===== src/rtl/prog_loader.sv =====
// Program loader: streams words from a source into memory while holding the CPU.
// Range-checks the load window, keeps a running checksum, and supports abort.
module prog_loader #(
  parameter int DEPTH = 1024,
  parameter int WIDTH = 16
) (
  input  logic             clk,
  input  logic             reset,
  input  logic             start,
  input  logic [WIDTH-1:0] base,
  input  logic [WIDTH-1:0] len,
  input  logic             abort,
  input  logic [WIDTH-1:0] in_data,
  input  logic             in_valid,
  output logic             in_ready,
  output logic [WIDTH-1:0] mem_addr,
  output logic [WIDTH-1:0] mem_data,
  output logic             mem_wren,
  output logic             cpu_hold,
  output logic             busy,
  output logic             done,
  output logic             err,
  output logic [WIDTH-1:0] checksum
);

  typedef enum logic [1:0] {
    IDLE   = 2'd0,
    LOAD   = 2'd1,
    FINISH = 2'd2
  } state_e;

  localparam logic [WIDTH:0]   DepthW = (WIDTH+1)'(DEPTH);
  localparam logic [WIDTH-1:0] One    = WIDTH'(1);

  state_e           state_q, state_d;
  logic [WIDTH-1:0] base_q, base_d;
  logic [WIDTH-1:0] len_q, len_d;
  logic [WIDTH-1:0] idx_q, idx_d;
  logic             in_ready_q, in_ready_d;
  logic [WIDTH-1:0] mem_addr_q, mem_addr_d;
  logic [WIDTH-1:0] mem_data_q, mem_data_d;
  logic             mem_wren_q, mem_wren_d;
  logic             cpu_hold_q, cpu_hold_d;
  logic             busy_q, busy_d;
  logic             done_q, done_d;
  logic             err_q, err_d;
  logic [WIDTH-1:0] csum_q, csum_d;

  logic [WIDTH:0]   end_sum;
  logic             accept;
  logic             last;

  // One extra bit so base+len cannot wrap past DEPTH.
  assign end_sum = {1'b0, base} + {1'b0, len};

  assign accept = (state_q == LOAD) && in_ready_q && in_valid
                  && (idx_q < len_q);
  assign last   = (idx_q == (len_q - One));

  always_comb begin
    state_d    = state_q;
    base_d     = base_q;
    len_d      = len_q;
    idx_d      = idx_q;
    mem_addr_d = mem_addr_q;
    mem_data_d = mem_data_q;
    mem_wren_d = 1'b0;
    cpu_hold_d = cpu_hold_q;
    done_d     = 1'b0;
    err_d      = err_q;
    csum_d     = csum_q;

    unique case (state_q)
      IDLE: begin
        if (start) begin
          if (end_sum > DepthW) begin
            err_d = 1'b1;
          end else begin
            err_d      = 1'b0;
            csum_d     = '0;
            idx_d      = '0;
            base_d     = base;
            len_d      = len;
            cpu_hold_d = 1'b1;
            state_d    = (len == '0) ? FINISH : LOAD;
          end
        end
      end
      LOAD: begin
        if (accept) begin
          mem_wren_d = 1'b1;
          mem_addr_d = base_q + idx_q;
          mem_data_d = in_data;
          csum_d     = csum_q + in_data;
          idx_d      = idx_q + One;
        end
        if (abort) begin
          state_d = IDLE;
        end else if (accept && last) begin
          state_d = FINISH;
        end
      end
      FINISH: begin
        done_d     = 1'b1;
        cpu_hold_d = 1'b0;
        state_d    = IDLE;
      end
      default: state_d = IDLE;
    endcase

    in_ready_d = (state_d == LOAD);
    busy_d     = (state_d != IDLE);
  end

  always_ff @(posedge clk) begin
    if (reset) begin
      state_q    <= IDLE;
      base_q     <= '0;
      len_q      <= '0;
      idx_q      <= '0;
      in_ready_q <= 1'b0;
      mem_addr_q <= '0;
      mem_data_q <= '0;
      mem_wren_q <= 1'b0;
      cpu_hold_q <= 1'b1;
      busy_q     <= 1'b0;
      done_q     <= 1'b0;
      err_q      <= 1'b0;
      csum_q     <= '0;
    end else begin
      state_q    <= state_d;
      base_q     <= base_d;
      len_q      <= len_d;
      idx_q      <= idx_d;
      in_ready_q <= in_ready_d;
      mem_addr_q <= mem_addr_d;
      mem_data_q <= mem_data_d;
      mem_wren_q <= mem_wren_d;
      cpu_hold_q <= cpu_hold_d;
      busy_q     <= busy_d;
      done_q     <= done_d;
      err_q      <= err_d;
      csum_q     <= csum_d;
    end
  end

  assign in_ready = in_ready_q;
  assign mem_addr = mem_addr_q;
  assign mem_data = mem_data_q;
  assign mem_wren = mem_wren_q;
  assign cpu_hold = cpu_hold_q;
  assign busy     = busy_q;
  assign done     = done_q;
  assign err      = err_q;
  assign checksum = csum_q;

endmodule

===== config.mk =====
export PLATFORM = sky130hd
export DESIGN_NAME = prog_loader
export DESIGN_NICKNAME = d
export VERILOG_FILES = /design/src/rtl/prog_loader.sv
export SDC_FILE = /design/constraint.sdc
export NUM_CORES = 1
export LEC_CHECK = 0
export CAP_MARGIN = 20
export CORE_MARGIN = 1
export CORE_UTILIZATION = 55
export DETAILED_ROUTE_END_ITERATION = 6
export GPL_ROUTABILITY_DRIVEN = 0
export PLACE_DENSITY = 0.81
export SYNTH_ARGS = -nofsm -noshare
export SYNTH_HDL_FRONTEND = slang
export SYNTH_SLANG_ARGS = --single-unit

===== constraint.sdc =====
create_clock -name clk -period 4.36 [get_ports clk]
set_clock_uncertainty 0.05 [all_clocks]
set_input_delay 0.872 -clock clk [delete_from_list [all_inputs] [get_ports clk]]
set_output_delay 0.872 -clock clk [all_outputs]
set_load 0.01 [all_outputs]

==> summary.md, run 1 <==
| Metric | Value |
|---|---|
| Top_reg_cell synth | dfxtp_1 |
| Final hold violation count | 0 |
| Met1 Track Usage GR | 38.90% |
| Sw power | roughly 0.53 mW |
| Vias per cell | between 5 and 6 |
| Slew Limit Fails | 0 |
| Total grt overflow | 0 |
| Post-synth EDFFs | 0 |
| Drt drc | 0 |
| Io pins | 107 |
| Yosys top cell area share | 29.91% |
| # Max-Cap Violations | 0 |
| Final setup fails | 0 |
| Slew HR | 44.05% |
| Fin worst setup slack | 227.2 ps |
| Drt initial violations | 406 |
| Area after DPL | between 0.008 and 0.009 mm^2 |
| Sequential fraction of the synthesis area | between 20% and 30% |
| Final ANT Viol Nets | 0 |
| Critical path cell sequence | clkdlybuf4s50_1 > ha_1 > fa_1 > a211oi_2 > o211ai_2 > nand3b_1 > nand3_1 > mux2_2 > nor4b_2 > a21oi_2 > or4_1 > a21oi_1 |
| WP data required | between 4000 and 5000 ps |
| Internal | 1.605 mW |
| Vias in the first global route | between 5,000 and 6,000 |
| Critical Path Source Type | primary input |
| Die ar. | approximately 0.013 mm^2 |
| Largest net degree at the start of global routing | 72 |
| TNS Setup | 0 ps |
| CTS tree | yes |
| Post-route non-filler standard cell count | between 1,000 and 1,500 |
| First-pass GRT wire length | about 30,000 um |
| Power Density | about 250 mW/mm^2 |
| Via count | about 6,600 |
| Leak | about 3.3 nW |
| GR Layer Usage met3 | around 5.4% |
| Overall Power | about 2.1 mW |
| Clock Sink Count | 104 |
| Sequential share of power | roughly 45% |
| Drt first pass iters | 5 |
| Min cycle time layout | between 4000 and 5000 ps |
| CTS buffer count | 9 |
| Hold_ws | 404.1 ps |
| Post-synth ARST share | 0% |
| Worst EP arrival | 4370 ps |
| Maximum root-to-sink buffer count | 2 |
| Die span in x | around 110 um |
| CP Class | in -> reg |
| Cells after DPL | about 1,100 |
| Hold Path Class | reg -> reg |
| Met2 GRT Util | a little under half |
| Gate Count Post-Synth | slightly below 900 |
| Ys Warns | 0 |
| Initial Util | 57.24% |
| Fmax | about 240 MHz |
| # Post-CTS Setup Buffers | 0 |
| Post-route cell area | ~0.0086 mm^2 |
| # H-tree levels | 3 |
| Place WS | -87.20 ps |
| RSZ-0062 raised after global routing | no |
| Post-DP HPWL | about 14,000 um |
| Logic pwr share | between 10% and 20% |
| Routed WL | between 15,000 and 20,000 um |
| Nets | 1,101 |
| Syn nets | a little under 1,000 |
| Clock Latency Late Sink | roughly 360 ps |
| Synth-to-Final Area Change | 23.71% |
| Worst slew pin tran | ~840 ps |
| Final core occ | between 70% and 80% |
| Netlist cell types | 72 |
| Status | finished clean |
| Crit-path slowest cell | or4_1 |
| Sw frac | between 20% and 30% |
| Core ar. | approximately 0.012 mm^2 |
| Post-CTS resize count | 0 |
| Initial antenna violation count | 0 |
| Largest cells by area after synthesis | dfxtp_1, ha_1, a21oi_1, nand2_1, nor2_1 |
| Clock power frac | between 40% and 50% |
| Root Driver | clkbuf_16 |
| Cell row count | 40 |
| Routed wire per std cell | ~16 um |
| Area leader, netlist | dfxtp_1 |
| Worst-path clk slew | about 70 ps |
| VDD IR max | approximately 0.23 mV |
| Max Fanout on Critical Path | 21 |
| Fill cells | 987 |
| Fin crit share | about 95% |
| CTS Hold Buffers Added | 0 |
| Die height | roughly 110 um |
| Synthesized area | approximately 0.0070 mm^2 |
| Buffers on Ports | 106 |
| Most common cell in the netlist | nand2_1 |
| Kind of end point of the critical path | register |
| Number of diodes | 0 |
| Gr busiest metal | met2 |
| Synth cell count leaders | nand2_1, dfxtp_1, a21oi_1 |
| Yosys reg bits | about 100 |
| CP peak stage delay | about 560 ps |
| All-Layer GR Usage | between 20% and 30% |
| Avg Inst Size Synth | roughly 8.0 um^2 |
| Layout cells sized above 1 | approximately 10% |
-- power by group through the flow --
stage               Sequential [mW]  Clock (mW)  Combinational [mW]
floorplan                     0.975           0               0.162
global placement              0.975           0               0.273
detailed placement            0.975           0               0.274
CTS                           0.953       0.909               0.276
global route                  0.953       0.942               0.305
finish                        0.953       0.898               0.280
-- area by class of cell --
cell class | instances | area [um^2] | share of cell area, %
multi-input cells | 698 | 4586 | 53.25
flip-flops and latches | 104 | 2082 | 24.18
repair buffers | 133 | 1274 | 14.79
clock buffers | 10 | 239.0 | 2.775
well taps | 168 | 210.2 | 2.441
inverters | 35 | 131.4 | 1.525
clock inverters | 6 | 90.09 | 1.046
-- state kept, by name, indices dropped and copies added (netlist names), 2 cells and up --
| signal | flops |
|---|---|
| state_q | 2 |
| len_q | 16 |
| checksum | 16 |
| idx_q | 16 |
| base_q | 16 |
| mem_data | 16 |
| mem_addr | 16 |
-- cell families after synthesis --
| kind of cell | share of synthesized area (%) |
|---|---|
| AOI/OAI and AO/OA | 22.59 |
| and+or+nand+nor | 23.71 |
| muxes | 0.7548 |
| xor gates and xnor gates | 6.290 |
| buffers and inverters | 4.385 |
| DFF | 29.91 |
| adders and majority gates | 12.37 |
-- worst paths after layout --
kind | start | end | slack [ps] | depth (start not counted)
max | len[0] | idx_q[14]$_SDFFE_PP0P_ | 230 | 12
min reg2reg | mem_data[1]$_SDFFE_PP0P_ | mem_data[1]$_SDFFE_PP0P_ | 400 | 2
max reg2reg | idx_q[14]$_SDFFE_PP0P_ | mem_addr[15]$_SDFFE_PP0P_ | 1070 | 10
min | mem_data[1]$_SDFFE_PP0P_ | mem_data[1]$_SDFFE_PP0P_ | 400 | 2
-- routing by layer --
layer / vias up / share of wire, % / wire [um]
met3: 21 / 5.4 / 982
met5: - / 0 / 0
met1: 3038 / 47 / 8573
met2: 180 / 46 / 8309
met4: 0 / 1.5 / 264
li1: 3344 / - / -
-- placed cells by master, fill, tap and decap left out, types with 27 or more instances in the layout --
cell / Yosys / final
nand2_1: 124 / 124
clkdlybuf4s50_1: 0 / 105
dfxtp_1: 104 / 104
a21oi_1: 94 / 93
nor2_1: 72 / 72
ha_1: 64 / 64
inv_1: 35 / 35
xnor2_1: 28 / 28
buf_4: 1 / 27
-- worst max-delay path, delay by kind of cell --
| kind | cells | cell delay (ps) |
|---|---|---|
| fa+ha+maj | 2 | 640 |
| mux | 1 | 300 |
| simple gates | 4 | 1160 |
| buf+inv | 1 | 440 |
| compound gates | 4 | 940 |
No activity file was read; power rests on OpenSTA's default activity.
==> inputs of run 2 (changes only) <==
--- a/config.mk
+++ b/config.mk
@@ -11,6 +11,7 @@
 export DETAILED_ROUTE_END_ITERATION = 6
 export GPL_ROUTABILITY_DRIVEN = 0
 export PLACE_DENSITY = 0.81
+export SKIP_LAST_GASP = 1
 export SYNTH_ARGS = -nofsm -noshare
 export SYNTH_HDL_FRONTEND = slang
 export SYNTH_SLANG_ARGS = --single-unit
==> results of run 2 <==
No change in the layout: final DEF, timing and power equal those of run 1.
==> inputs of run 3 (changes only) <==
--- a/config.mk
+++ b/config.mk
@@ -7,10 +7,11 @@
 export LEC_CHECK = 0
 export CAP_MARGIN = 20
 export CORE_MARGIN = 1
-export CORE_UTILIZATION = 55
+export CORE_UTILIZATION = 56
+export CTS_BUF_LIST = sky130_fd_sc_hd__clkbuf_4 sky130_fd_sc_hd__clkbuf_8
 export DETAILED_ROUTE_END_ITERATION = 6
-export GPL_ROUTABILITY_DRIVEN = 0
-export PLACE_DENSITY = 0.81
+export GPL_ROUTABILITY_DRIVEN = 1
+export PLACE_DENSITY = 0.82
 export SKIP_LAST_GASP = 1
 export SYNTH_ARGS = -nofsm -noshare
 export SYNTH_HDL_FRONTEND = slang
==> summary.md, run 3 (synthesis results as in run 1) <==
| Metric | Value |
|---|---|
| R2r setup slk | 940 ps (-130 ps) |
| Drt first pass iters | 7 (+2) |
| Routed WL | 17,830 um (-1.7%) |
| Commonest non-fill, non-tap cell in the layout | nand2_1 |
| Final setup fails | 0 (unchanged) |
| Cell row count | 40 (unchanged) |
| WP data required | 4630 ps (+30 ps) |
| All-Layer GR Usage | 28.61% (+0.24 points) |
| Final hold violation count | 0 (unchanged) |
| Fill cells | 1,008 (+2.1%) |
| Leak | 3.187 nW (-2.7%) |
| CTS tree | yes |
| Critical Path Source Type | primary input |
| Vias in the first global route | 6,079 (+2.5%) |
| Hold Path Class | reg -> reg |
| Post-DP HPWL | 13,580 um (-0.78%) |
| Cells after DPL | 1,131 (-0.62%) |
| Fin crit share | 91.81% (-3.0 points) |
| Status | finished clean |
| Area after DPL | 0.008243 mm^2 (-0.48%) |
| Synth-to-Final Area Change | 21.26% |
| Die span in x | 113.5 um (-0.88%) |
| Sw frac | 26.41% (+1.7 points) |
| Routed wire per std cell | 15.54 um (-1.1%) |
| Gp weighted congestion | between 0.8 and 0.9 |
| Hold Path Origin | mem_data[4]$_SDFFE_PP0P_ |
| Fmax | 249.8 MHz (+3.2%) |
| Critical Path Sink | idx_q[8]$_SDFFE_PP0P_ |
| R2R depth | 9 (-1) |
| Worst-path clk slew | 90 ps (+20 ps) |
| CTS buffer count | 9 (unchanged) |
| Sw power | 0.4771 mW (-9.3%) |
| Nets | 1,094 (-0.64%) |
| Fin worst setup slack | 356.9 ps (+129.7 ps) |
| TNS Setup | 0 ps (unchanged) |
| Largest net degree at the start of global routing | 73 (+1.4%) |
| Via count | 6,615 (+0.49%) |
| First-pass GRT wire length | 29,220 um (-0.42%) |
| Number of diodes | 0 (unchanged) |
| Crit-path slowest cell | or4_1 |
| Top delay family on crit path | simple AND/OR/NAND/NOR gates |
| Reg2reg end | mem_addr[15]$_SDFFE_PP0P_ |
| CP Class | in -> reg |
| Initial antenna violation count | 0 (unchanged) |
| Leading cell types in the layout, fill and taps excluded | nand2_1, clkdlybuf4s50_1, dfxtp_1, a21oi_1, nor2_1 |
| Internal | 1.329 mW (-17%) |
| Drt drc | 0 (unchanged) |
| CTS Hold Buffers Added | 0 (unchanged) |
| Buffers on Ports | 106 (unchanged) |
| Clock Latency Late Sink | 380 ps (+20 ps) |
| Sequential share of power | 52.8% (+8.1 points) |
| Critical path cell sequence | clkdlybuf4s50_1 > ha_1 > fa_1 > a211oi_2 > o211ai_2 > nand3b_1 > nand3_1 > mux2_2 > nor4b_4 > a21oi_4 > or4_1 > a21oi_1 |
| Clock power frac | 31.8% (-10 points) |
| Final ANT Viol Nets | 0 (unchanged) |
| Worst slew pin tran | 777.2 ps (-62.03 ps) |
| Crit path launch | base[0] |
| Core ar. | 0.01206 mm^2 (-0.82%) |
| Clock Sink Count | 104 (unchanged) |
| Post-route cell area | 0.008442 mm^2 (-2.0%) |
| VDD IR max | 0.1741 mV (-24%) |
| Min cycle time layout | 4003 ps (-129.7 ps) |
| Vias per cell | 5.767 (+1.1%) |
| Final core occ | 69.99% (-0.82 points) |
| Levels on crit path | 12 (unchanged) |
| RSZ-0062 raised after global routing | no |
| Maximum root-to-sink buffer count | 2 (unchanged) |
| Initial Util | 57.72% (+0.48 points) |
| Worst EP arrival | 4270 ps (-100 ps) |
| Total grt overflow | 0 (unchanged) |
| Power Density | 213.9 mW/mm^2 (-14%) |
| Layout cells sized above 1 | 9.704% (-0.64 points) |
| Die height | 113.5 um (-0.88%) |
| Io pins | 107 (unchanged) |
| Place WS | -90.62 ps (-3.420 ps) |
| WP buf/inv | 1 (unchanged) |
| # H-tree levels | 3 (unchanged) |
| Max Fanout on Critical Path | 19 (-9.5%) |
| Post-CTS resize count | 0 (unchanged) |
| Die ar. | 0.01288 mm^2 (-1.8%) |
| Slew HR | 48.19% (+4.1 points) |
| Logic pwr share | 15.4% (+2.3 points) |
| Post-route non-filler standard cell count | 1,147 (-0.61%) |
| Slew Limit Fails | 0 (unchanged) |
| Drt initial violations | 450 (+11%) |
| Kind of end point of the critical path | register |
| # Post-CTS Setup Buffers | 0 (unchanged) |
| Root Driver | clkbuf_8 |
| R2r startpoint | idx_q[14]$_SDFFE_PP0P_ |
| CP peak stage delay | 540 ps (-20 ps) |
| # Max-Cap Violations | 0 (unchanged) |
-- run 3: cell types whose count changed in the layout (fill, tap and decap cells not counted), moves of 2 or more --
cell and delta:
clkbuf_8 +9, clkbuf_4 +4, buf_4 -8, inv_6 -2, clkbuf_16 -9, bufinv_16 -2
-- run 3: power groups by stage --
stage	combinational, mW	sequential, mW	clock, mW
detailed placement	0.271	0.975	0
global placement	0.270	0.975	0
floorplan	0.162	0.975	0
finish	0.279	0.953	0.574
CTS	0.273	0.953	0.586
global route	0.302	0.954	0.626
-- run 3: stage by stage --
stage	power [mW]	hold slack, ps
after floorplan	1.137	386.2
after global placement	1.245	391.5
after detailed placement	1.246	393.6
after CTS	1.812	408.9
after global routing	1.881	422.6
final	1.806	405.0
-- run 3: worst register-to-register path: cells and delay by family (launching register included) --
kind	cells	cell delay [ps]
mux	1	130
compound gates	5	1460
flops	1	510
fa+ha+maj	1	310
simple gates	1	590
buf+inv	1	300
-- run 3: how the worst min path moves through the flow --
stage / end / slack, ps / depth (start not counted)
CTS: mem_data[0]$_SDFFE_PP0P_ / 410 / 2
floorplan: base_q[10]$_SDFFE_PP0P_ / 390 / 2
global route: mem_data[6]$_SDFFE_PP0P_ / 420 / 2
detailed placement: mem_addr[11]$_SDFFE_PP0P_ / 390 / 2
finish: mem_data[4]$_SDFFE_PP0P_ / 410 / 2
global placement: mem_data[0]$_SDFFE_PP0P_ / 390 / 2
-- run 3: metal layers --
layer / track usage [%] / routed length (um) / vias to the layer above
met5: 0 / 0 / -
met4: 8.947 / 371 / 0
met3: 5.792 / 1026 / 36
met2: 47.97 / 8458 / 175
met1: 36.95 / 7972 / 3075
li1: - / - / 3329
-- run 3: final cells by class --
cell class / count / area [um^2] / area share [%]
Clock inverter: 2 / 15.01 / 0.1779
Multi-Input combinational cell: 698 / 4602 / 54.51
Clock buffer: 14 / 167.7 / 1.986
Sequential cell: 104 / 2082 / 24.66
Timing Repair Buffer: 126 / 1234 / 14.61
Inverter: 35 / 131.4 / 1.556
Tap cell: 168 / 210.2 / 2.490
